[src/rtl/keyboard_pkg.sv]
// Shared definitions for the note keyboard: key count, ASCII code table and
// the per-button debounce state encoding.
package keyboard_pkg;

   localparam int NUM_KEYS = 12;

   localparam logic [7:0] KEY_NONE = 8'h00;

   // Semitone C..B mapped onto the PC keyboard's bottom row; LED/tone decoders use the same table.
   localparam logic [7:0] KEY_ASCII [0:NUM_KEYS-1] = '{
      8'h7A, 8'h73, 8'h78, 8'h64, 8'h63, 8'h76,
      8'h67, 8'h62, 8'h68, 8'h6E, 8'h6A, 8'h6D
   };

   typedef enum logic [1:0] {
      DB_REL        = 2'd0,
      DB_PRESS_PEND = 2'd1,
      DB_PRESSED    = 2'd2,
      DB_REL_PEND   = 2'd3
   } db_state_t;

   // Lowest pressed index wins; scanning downward lets the last hit be the winner.
   function automatic logic [7:0] key_encode(input logic [NUM_KEYS-1:0] keys);
      logic [7:0] code;
      code = KEY_NONE;
      for (int i = NUM_KEYS - 1; i >= 0; i--) begin
         if (keys[i]) code = KEY_ASCII[i];
      end
      return code;
   endfunction

endpackage

[src/rtl/key_debounce.sv]
// One push-button: synchroniser, four-state debounce FSM and its stability counter.
//
//  state         | meaning
//  DB_REL        | accepted released, waiting for synced press
//  DB_PRESS_PEND | press seen, counting stable-high cycles
//  DB_PRESSED    | accepted pressed, waiting for synced release
//  DB_REL_PEND   | release seen, counting stable-low cycles
module key_debounce
   import keyboard_pkg::*;
#(
   parameter int DEBOUNCE_CYCLES = 1000000,
   parameter int SYNC_STAGES     = 2
) (
   input  logic clk,
   input  logic rstb,
   input  logic i_btn,
   output logic o_pressed
);

   localparam int CNT_W = $clog2(DEBOUNCE_CYCLES);
   localparam logic [CNT_W-1:0] CNT_LAST = CNT_W'(DEBOUNCE_CYCLES - 1);

   logic [SYNC_STAGES-1:0] r_sync;
   logic [CNT_W-1:0]       r_cnt;
   db_state_t              r_state;
   logic                   r_pressed;
   logic                   w_s;

   assign w_s       = r_sync[SYNC_STAGES-1];
   assign o_pressed = r_pressed;

   always_ff @(posedge clk or negedge rstb) begin
      if (!rstb) begin
         r_sync <= '0;
      end else begin
         r_sync <= {r_sync[SYNC_STAGES-2:0], i_btn};
      end
   end

   // Counter is cleared on every pending entry, so it never needs to wrap.
   always_ff @(posedge clk or negedge rstb) begin
      if (!rstb) begin
         r_state   <= DB_REL;
         r_cnt     <= '0;
         r_pressed <= 1'b0;
      end else begin
         case (r_state)
            DB_REL: begin
               if (w_s) begin
                  r_state <= DB_PRESS_PEND;
                  r_cnt   <= '0;
               end
            end
            DB_PRESS_PEND: begin
               if (!w_s) begin
                  r_state <= DB_REL;
               end else if (r_cnt == CNT_LAST) begin
                  r_state   <= DB_PRESSED;
                  r_pressed <= 1'b1;
               end else begin
                  r_cnt <= r_cnt + 1'b1;
               end
            end
            DB_PRESSED: begin
               if (!w_s) begin
                  r_state <= DB_REL_PEND;
                  r_cnt   <= '0;
               end
            end
            DB_REL_PEND: begin
               if (w_s) begin
                  r_state <= DB_PRESSED;
               end else if (r_cnt == CNT_LAST) begin
                  r_state   <= DB_REL;
                  r_pressed <= 1'b0;
               end else begin
                  r_cnt <= r_cnt + 1'b1;
               end
            end
            default: begin
               r_state <= DB_REL;
            end
         endcase
      end
   end

endmodule

[src/rtl/key_scan_encoder.sv]
// Debounces the 12 note buttons and drives the shared 8-bit ASCII key-code bus
// with a one-cycle strobe whenever a new note code appears.
module key_scan_encoder
   import keyboard_pkg::*;
#(
   parameter int DEBOUNCE_CYCLES = 1000000,
   parameter int SYNC_STAGES     = 2
) (
   input  logic                clk,
   input  logic                rstb,
   input  logic [NUM_KEYS-1:0] inBtn,
   output logic [7:0]          outKey,
   output logic                outStrobe,
   output logic [NUM_KEYS-1:0] outPressed
);

   logic [NUM_KEYS-1:0] w_pressed;
   logic [7:0]          w_code;
   logic [7:0]          r_key;
   logic                r_strobe;

   for (genvar g = 0; g < NUM_KEYS; g++) begin : g_key
      key_debounce #(
         .DEBOUNCE_CYCLES (DEBOUNCE_CYCLES),
         .SYNC_STAGES     (SYNC_STAGES)
      ) u_db (
         .clk       (clk),
         .rstb      (rstb),
         .i_btn     (inBtn[g]),
         .o_pressed (w_pressed[g])
      );
   end

   assign w_code = key_encode(w_pressed);

   // Strobe only on a change to a real note; dropping back to KEY_NONE is silent.
   always_ff @(posedge clk or negedge rstb) begin
      if (!rstb) begin
         r_key    <= KEY_NONE;
         r_strobe <= 1'b0;
      end else begin
         r_key    <= w_code;
         r_strobe <= (w_code != r_key) && (w_code != KEY_NONE);
      end
   end

   assign outKey     = r_key;
   assign outStrobe  = r_strobe;
   assign outPressed = w_pressed;

endmodule

[config.mk]
export PLATFORM = sky130hd
export DESIGN_NAME = key_scan_encoder
export DESIGN_NICKNAME = d
export VERILOG_FILES = /design/src/rtl/keyboard_pkg.sv /design/src/rtl/key_debounce.sv /design/src/rtl/key_scan_encoder.sv
export SDC_FILE = /design/constraint.sdc
export NUM_CORES = 1
export LEC_CHECK = 0
export CAP_MARGIN = 25
export CORE_UTILIZATION = 60
export DETAILED_ROUTE_END_ITERATION = 16
export PLACE_DENSITY = 0.88
export REMOVE_ABC_BUFFERS = 1
export SETUP_SLACK_MARGIN = 0.2
export SYNTH_ARGS = -nofsm -noshare
export SYNTH_HDL_FRONTEND = slang
export SYNTH_SLANG_ARGS = --single-unit
[constraint.sdc]
create_clock -name clk -period 2.7 [get_ports clk]
set_input_delay 0.54 -clock clk [delete_from_list [all_inputs] [get_ports clk]]
set_output_delay 0.54 -clock clk [all_outputs]
set_load 0.02 [all_outputs]
---- Word level (Yosys, flattened, before mapping) ----
Cells that the tools add are included.
storage, ports and cells
  flip-flop bits (word level) ............. 309
  input port bits ......................... 14
  output and inout bits ................... 21
  word-level logic and storage cells ...... 497
operators by class
  $add $sub $neg .......................... 12
  equality and inequality tests ........... 145
  muxes and demuxes ....................... 228
  reduce and logical (&&, ||, !) cells .... 62
operators by type and width
  cell                                            count
  2-to-1 mux 20 bit                               60
  one-hot mux 20 bit (4 select lines)             12
  adder 20 x 1 -> 20 bit (second input constant)  12
  == test 20 bit (second input constant)          12
  2-to-1 mux 2 bit                                72
  != test 2 x 1 -> 1 bit (second input constant)  48
  one-hot mux 2 bit (4 select lines)              12
  AND reduction 4 bit                             24
  2-to-1 mux 8 bit                                10
  AND reduction 5 bit                             12
  == test 2 bit (second input constant)           24
  2-to-1 mux 1 bit                                48
  != test 2 bit (second input constant)           24
  != test 3 x 1 -> 1 bit (second input constant)  12
  != test 3 bit (second input constant)           12
  == test 2 x 1 -> 1 bit (second input constant)  12
  logical NOT 2 bit                               12
  one-hot mux 1 bit (2 select lines)              12
  nonzero test 2 bit                              12
  2-to-1 mux 7 bit                                2
  != test 8 bit                                   1
  nonzero test 8 bit                              1
  logical AND 1 bit                               1

---- Logic depth before layout (Yosys ltp) ----
Gate-level depths: netlist (run 1).
  word-level depth ........................ 14
  gate-level depth with buffers ........... 10

---- Modules after synthesis ----
Synthesis (run 1) repeated with hierarchy kept, for this count alone.
second synthesis, totals
  cell total of the unflattened synthesis .. 1883
  area, all modules ....................... 17914.7 sq um
by module, submodules not included
  module                            instances  cells an instance  area an instance (sq um)
  key_debounce (g_key[0].u_db ...)  10         151                1436.4
  key_debounce (g_key[8].u_db)      1          150                1517.7
  key_debounce (g_key[9].u_db)      1          160                1475.2
  key_scan_encoder                  1          63                 558.0

---- Worst setup path before layout (run 1) ----
OpenSTA, ideal clock, no wires.
  kind .................................... reg-to-reg
  start ................................... register g_key[1].u_db.r_cnt[8]
  end ..................................... register g_key[1].u_db.r_cnt[11]
  data arrival time ....................... 1.890 ns
  path slack .............................. 0.678 ns
  cell stages (with the launch flop) ...... 10
  buffers on the path ..................... 1
  cell sequence ........................... dfrtp_1 or4b_4 nor4_4 nand3_2 nand2_2 inv_2 buf_6 nand4_1 xor2_1 nor2_1
between the ends
  longest elaborated chain between the ends .. 4
ends and longest elaborated chain
  element                                                          RTL line                                text
  start, declared                                                  key_debounce.sv:24                      logic [CNT_W-1:0] r_cnt;
  start signal, assigned                                           key_debounce.sv:61                      r_cnt <= r_cnt + 1'b1;
  start signal, assigned                                           key_debounce.sv:77                      r_cnt <= r_cnt + 1'b1;
  adder 20 x 1 -> 20 bit / == test 20 bit (equally long branches)  -
  2-to-1 mux 20 bit *                                              key_debounce.sv:57, key_debounce.sv:73
  2-to-1 mux 20 bit, on equally long branches                      key_debounce.sv:71, key_debounce.sv:55
  one-hot mux 20 bit (4 select lines) *                            key_debounce.sv:47                      case (r_state)
Every way passes the cells marked *; elsewhere a longest branch is shown, timed or not. The select of a mux whose other input is x is not followed.
A chain may end at the register's enable or synchronous reset.

---- Worst setup path after layout (run 1) ----
  start ................................... register g_key[5].u_db.r_cnt[12]
  end ..................................... register g_key[5].u_db.r_cnt[11]
between the ends
  longest elaborated chain between the ends .. 4
ends and longest elaborated chain
  element                                      RTL line
  start, declared                              key_debounce.sv:24
  start signal, assigned                       key_debounce.sv:61
  start signal, assigned                       key_debounce.sv:77
  == test 20 bit *                             key_debounce.sv:57, key_debounce.sv:73
  2-to-1 mux 20 bit *                          -
  2-to-1 mux 20 bit, on equally long branches  -
  one-hot mux 20 bit (4 select lines) *        -
Marks and branches as above.

==> results.md, run 1 <==
- For met1 alone, demand over resource in global routing was 33.7%.
- The global-route layer with the greatest usage is met2.
- The post-synth design cell area is 15200 sq um.
- Global routing finished with a remaining overflow of 0.
- The leakage power of the design is 7.65 nW.
- The number of cells traversed by the worst register-to-register path is 6.
- The worst reg-to-reg setup slack is 370 ps.
- The H-tree depth is 2.
- The total CTS buffers is 35.
- The flip-flop and latch area is 7680 sq um.
- The final core area utilization is 70.0%.
- The smallest clock period supported by the final layout is computed as 2330 ps.
- For this run, the number of Yosys warnings is 0.
- From left edge to right edge, the die measures 161 um.
- The via total after detailed routing is 11700.
- Clock-pin slew was measured on the worst setup and hold paths at 60 ps.
- The HPWL after detailed placement is 21100 um.
- Across the VDD grid, the largest voltage drop is 0.838 mV.
- After floorplanning, the core was divided into 57 placement rows.
- The detailed-routing iteration count for the pre-antenna-repair pass is 5.
- Summing all multi-input logic gate instances after layout gives 7110 sq um.
- The deepest clock path buffer count is 3.
- After the last flow step, the layout net total stands at 1637.
- The required time at the worst-slack endpoint is 3070 ps.
- The first-pass GRT wire length is 54400 um.
- The worst setup path is captured at a flop.
- In this run the worst hold path is classified as flop to flop.
- The area growth from synthesis to layout is 13.2%.
- The hold-critical path depth is 0.
- The total detailed-routing wirelength is 31600 um.
- The data arrival time of the critical path is 2690 ps.
- The number of distinct standard cells referenced by the synthesized netlist is 69.
- Clock tree synthesis selected as its root buffer the cell sky130_fd_sc_hd__clkbuf_16.
- The routed length per instance is 16.1 um.
- The launch point of the worst hold path is g_key[3].u_db.r_sync[0]$_DFF_PN0_.
- The starting density of the core is 61.9%.
- The post-route fraction of the period consumed by the critical path is 86.1%.
- The initial DRC count is 927.
- For the worst-skew pair, the clock arrives at the later sink with an insertion delay of 510 ps.
- For this run, design rule violations remaining after detail routing come to 0.
- A synthesized cell averages 9.71 sq um.
- The tool flagged a number of max-cap violations equal to 0.
- For hold timing, the worst endpoint is g_key[3].u_db.r_sync[1]$_DFF_PN0_.
- The layout cell share with drive strength beyond 1 is 7.04%.
- The post-CTS setup buffer count is 0.
- The worst-case headroom to the max-slew limit is 35.2%.
- Summing the sequential cell areas from Yosys gives 50.6% of the chip area.
- The floorplan die area is 25900 sq um.
- The post-place instance area is 15900 sq um.
- Counting the fill cells in the layout gives 1691.
- Timing would allow up to 0.430 GHz.
- The flip-flop cell with the highest count after synthesis is sky130_fd_sc_hd__dfrtp_1.
- The synthesized design contains 307 register bits.
- The final setup violation count is 0.
- Global routing used 3.52% of the available met3 tracks.
- After routing the design area is 17200 sq um.
- The worst setup path category is flop to flop.
- In the synthesized netlist, the number of instances is 1563.
- The max-slew violation count came to 0.
- The TritonCTS clock tree is yes.
- For this run, asynchronously set or reset flops after synthesis account for 100%.
- Global routing consumed, over all layers together, 25.1% of the routing resources.
- The antenna diode count is 0.
- The met2 track demand over resource is 42.3%.
- The number of flops mapped to enable cells by yosys is 0.
- 35 I/O pins were placed.
- The total of buffers placed on input and output ports is 33.
- The worst reg2reg path startpoint is g_key[5].u_db.r_cnt[12]$_DFFE_PN0P_.
- The hold violation total from the final report came to 0.
- The run finished with clean final reports.
- The number of antenna violations at the first check in global routing is 0.
- Dividing the detail-routed via count by the number of cells gives 5.98.
- The via count of the first global-routing pass is 11700.
- The placeable core area is 24500 sq um.
- The die is 161 um tall.
- The final total power is 10.5 mW.
- The worst setup path is launched from a flop.
- At the end of routability-driven placement, the weighted congestion stood at 0.880.
- The total negative slack is 0 ps.
- The minimum hold slack is 349 ps.
- Along the worst path, the maximum fanout reaches 12.
- The sink count of the clock tree is 307.
- The pin count of the biggest net entering global routing is 61.
- The number of routed nets with antenna violations is 0.
- The pin slew with the least headroom to its limit is 965 ps.
- Setup repair after global routing left no endpoint under its margin.
- The endpoint identified for the worst register-to-register timing path is g_key[5].u_db.r_cnt[11]$_DFFE_PN0P_.
- The power density over cell area is 611 nW/um^2.
- The worst setup skew after layout is 10.9 ps.
## metrics by stage
| step | setup WS (ps) | cells |
|---|---|---|
| after floorplan | 257 | 1516 |
| after global routing | 240 | 1958 |
| after detailed placement | 441 | 1896 |
| final | 375 | 1958 |
| after global placement | 512 | 1896 |
| after CTS | 385 | 1957 |
## cells by family (layout without fill, tap and decap cells)
| family | Yosys count | after routing | synth area share [%] |
|---|---|---|---|
| AND/OR/NAND/NOR | 745 | 745 | 25.3 |
| adder cells (fa/ha/maj) | 12 | 12 | 0.989 |
| multiplexers | 20 | 20 | 1.45 |
| AO/OA/AOI/OAI | 211 | 211 | 8.53 |
| flip-flops | 307 | 307 | 50.6 |
| buffers and inverters | 85 | 156 | 2.60 |
| XOR/XNOR | 182 | 182 | 10.5 |
| other | 1 | 1 | 0.0247 |
## synth_stat cells, types with 13 or more instances
cell	count	area, sq um
sky130_fd_sc_hd__inv_1	34	128
sky130_fd_sc_hd__nand3_1	95	475
sky130_fd_sc_hd__xor2_1	122	1070
sky130_fd_sc_hd__xnor2_1	60	526
sky130_fd_sc_hd__nand4_1	61	382
sky130_fd_sc_hd__and3_1	59	369
sky130_fd_sc_hd__or3_1	21	131
sky130_fd_sc_hd__nand2_1	136	510
sky130_fd_sc_hd__clkbuf_1	24	90.1
sky130_fd_sc_hd__a21oi_1	37	185
sky130_fd_sc_hd__o21ai_0	79	395
sky130_fd_sc_hd__nor4b_1	13	114
sky130_fd_sc_hd__a31oi_1	14	87.6
sky130_fd_sc_hd__buf_4	14	105
sky130_fd_sc_hd__nor4_1	23	144
sky130_fd_sc_hd__nor2_1	224	841
sky130_fd_sc_hd__a22o_1	18	158
sky130_fd_sc_hd__o21ai_1	19	95.1
sky130_fd_sc_hd__nor3_1	36	180
sky130_fd_sc_hd__dfrtp_1	307	7680
## layer usage
metal | part of all wire [%] | wire length (um)
met1 | 44 | 14000
met2 | 49 | 15400
met3 | 4.4 | 1400
met4 | 2.3 | 714
met5 | 0 | 0
## cell type report
type	count	share of cell area (%)
multi-input combinational	1171	41.4
tap	324	2.36
sequential	307	44.7
clock inverter	16	1.68
timing repair buffer	58	3.28
inverter	38	0.830
clock buffer	44	5.78
## power by group
part	switching [mW]	internal [mW]	leakage [nW]
registers	0.127	4.71	4.18
clock network	1.85	3.36	0.626
logic	0.292	0.164	2.85
## how the worst max path moves through the flow
stage                                              from                                   to  slack (ps)
floorplan            g_key[6].u_db.r_cnt[0]$_DFFE_PN0P_   g_key[6].u_db.r_cnt[6]$_DFFE_PN0P_         260
global placement    g_key[5].u_db.r_cnt[12]$_DFFE_PN0P_  g_key[5].u_db.r_cnt[17]$_DFFE_PN0P_         510
detailed placement   g_key[7].u_db.r_cnt[0]$_DFFE_PN0P_  g_key[7].u_db.r_cnt[15]$_DFFE_PN0P_         440
CTS                  g_key[6].u_db.r_cnt[0]$_DFFE_PN0P_  g_key[6].u_db.r_cnt[10]$_DFFE_PN0P_         390
global route         g_key[5].u_db.r_cnt[0]$_DFFE_PN0P_   g_key[5].u_db.r_cnt[6]$_DFFE_PN0P_         240
finish              g_key[5].u_db.r_cnt[12]$_DFFE_PN0P_  g_key[5].u_db.r_cnt[11]$_DFFE_PN0P_         370
## flip-flops by register name, summed over array words and instances, names as in the netlist, named ones only
signal                cells
g_key.u_db.o_pressed     12
g_key.u_db.r_cnt        240
g_key.u_db.r_state       12
g_key.u_db.r_sync        24
outKey                    6
outStrobe                 1
## cells in the final DEF (no fill, tap or decap), types with 8 or more instances in the layout
master,netlist,routed
sky130_fd_sc_hd__or3_1,21,21
sky130_fd_sc_hd__and4_1,11,11
sky130_fd_sc_hd__mux2_2,11,11
sky130_fd_sc_hd__xnor2_1,60,60
sky130_fd_sc_hd__and3_1,59,59
sky130_fd_sc_hd__a31oi_1,14,14
sky130_fd_sc_hd__o21ai_1,19,19
sky130_fd_sc_hd__o31ai_1,12,12
sky130_fd_sc_hd__nor2_1,224,224
sky130_fd_sc_hd__nor4_1,23,23
sky130_fd_sc_hd__clkbuf_16,0,37
sky130_fd_sc_hd__and2_1,10,10
sky130_fd_sc_hd__nor4b_1,13,13
sky130_fd_sc_hd__a21oi_1,37,37
sky130_fd_sc_hd__nor4bb_1,10,10
sky130_fd_sc_hd__bufinv_16,0,8
sky130_fd_sc_hd__a21o_1,8,8
sky130_fd_sc_hd__nand3_1,95,95
sky130_fd_sc_hd__inv_1,34,34
sky130_fd_sc_hd__ha_1,12,12
sky130_fd_sc_hd__dfrtp_1,307,307
sky130_fd_sc_hd__clkdlybuf4s50_1,0,32
sky130_fd_sc_hd__a22o_1,18,18
sky130_fd_sc_hd__nand2_1,136,136
sky130_fd_sc_hd__nand4_1,61,61
sky130_fd_sc_hd__xor2_1,122,122
sky130_fd_sc_hd__o21ai_0,79,79
sky130_fd_sc_hd__nor3_1,36,36
sky130_fd_sc_hd__buf_4,14,21
## worst max-delay path, cell delays in order, from the launching register on
cell and delay (ps):
sky130_fd_sc_hd__dfrtp_1 430, sky130_fd_sc_hd__or4b_1 560, sky130_fd_sc_hd__nor4_2 320, sky130_fd_sc_hd__a31oi_1 390
sky130_fd_sc_hd__nand4_1 250, sky130_fd_sc_hd__xor2_1 170, sky130_fd_sc_hd__nor2_1 60
## timing repair
item                       4_1_cts  5_1_grt
hold endpoints to repair        49        0
setup endpoints to repair        0        1
hold buffers                     1        0
gates resized for setup          0        1
(Power assumes the default switching activity.)
==> inputs of run 2 (changes only) <==
--- a/config.mk
+++ b/config.mk
@@ -7,6 +7,7 @@
 export LEC_CHECK = 0
 export CAP_MARGIN = 25
 export CORE_UTILIZATION = 60
+export CTS_CLUSTER_DIAMETER = 100
 export DETAILED_ROUTE_END_ITERATION = 16
 export PLACE_DENSITY = 0.88
 export REMOVE_ABC_BUFFERS = 1
==> results of run 2 <==
The final DEF is identical to that of run 1; final timing and power are the same.
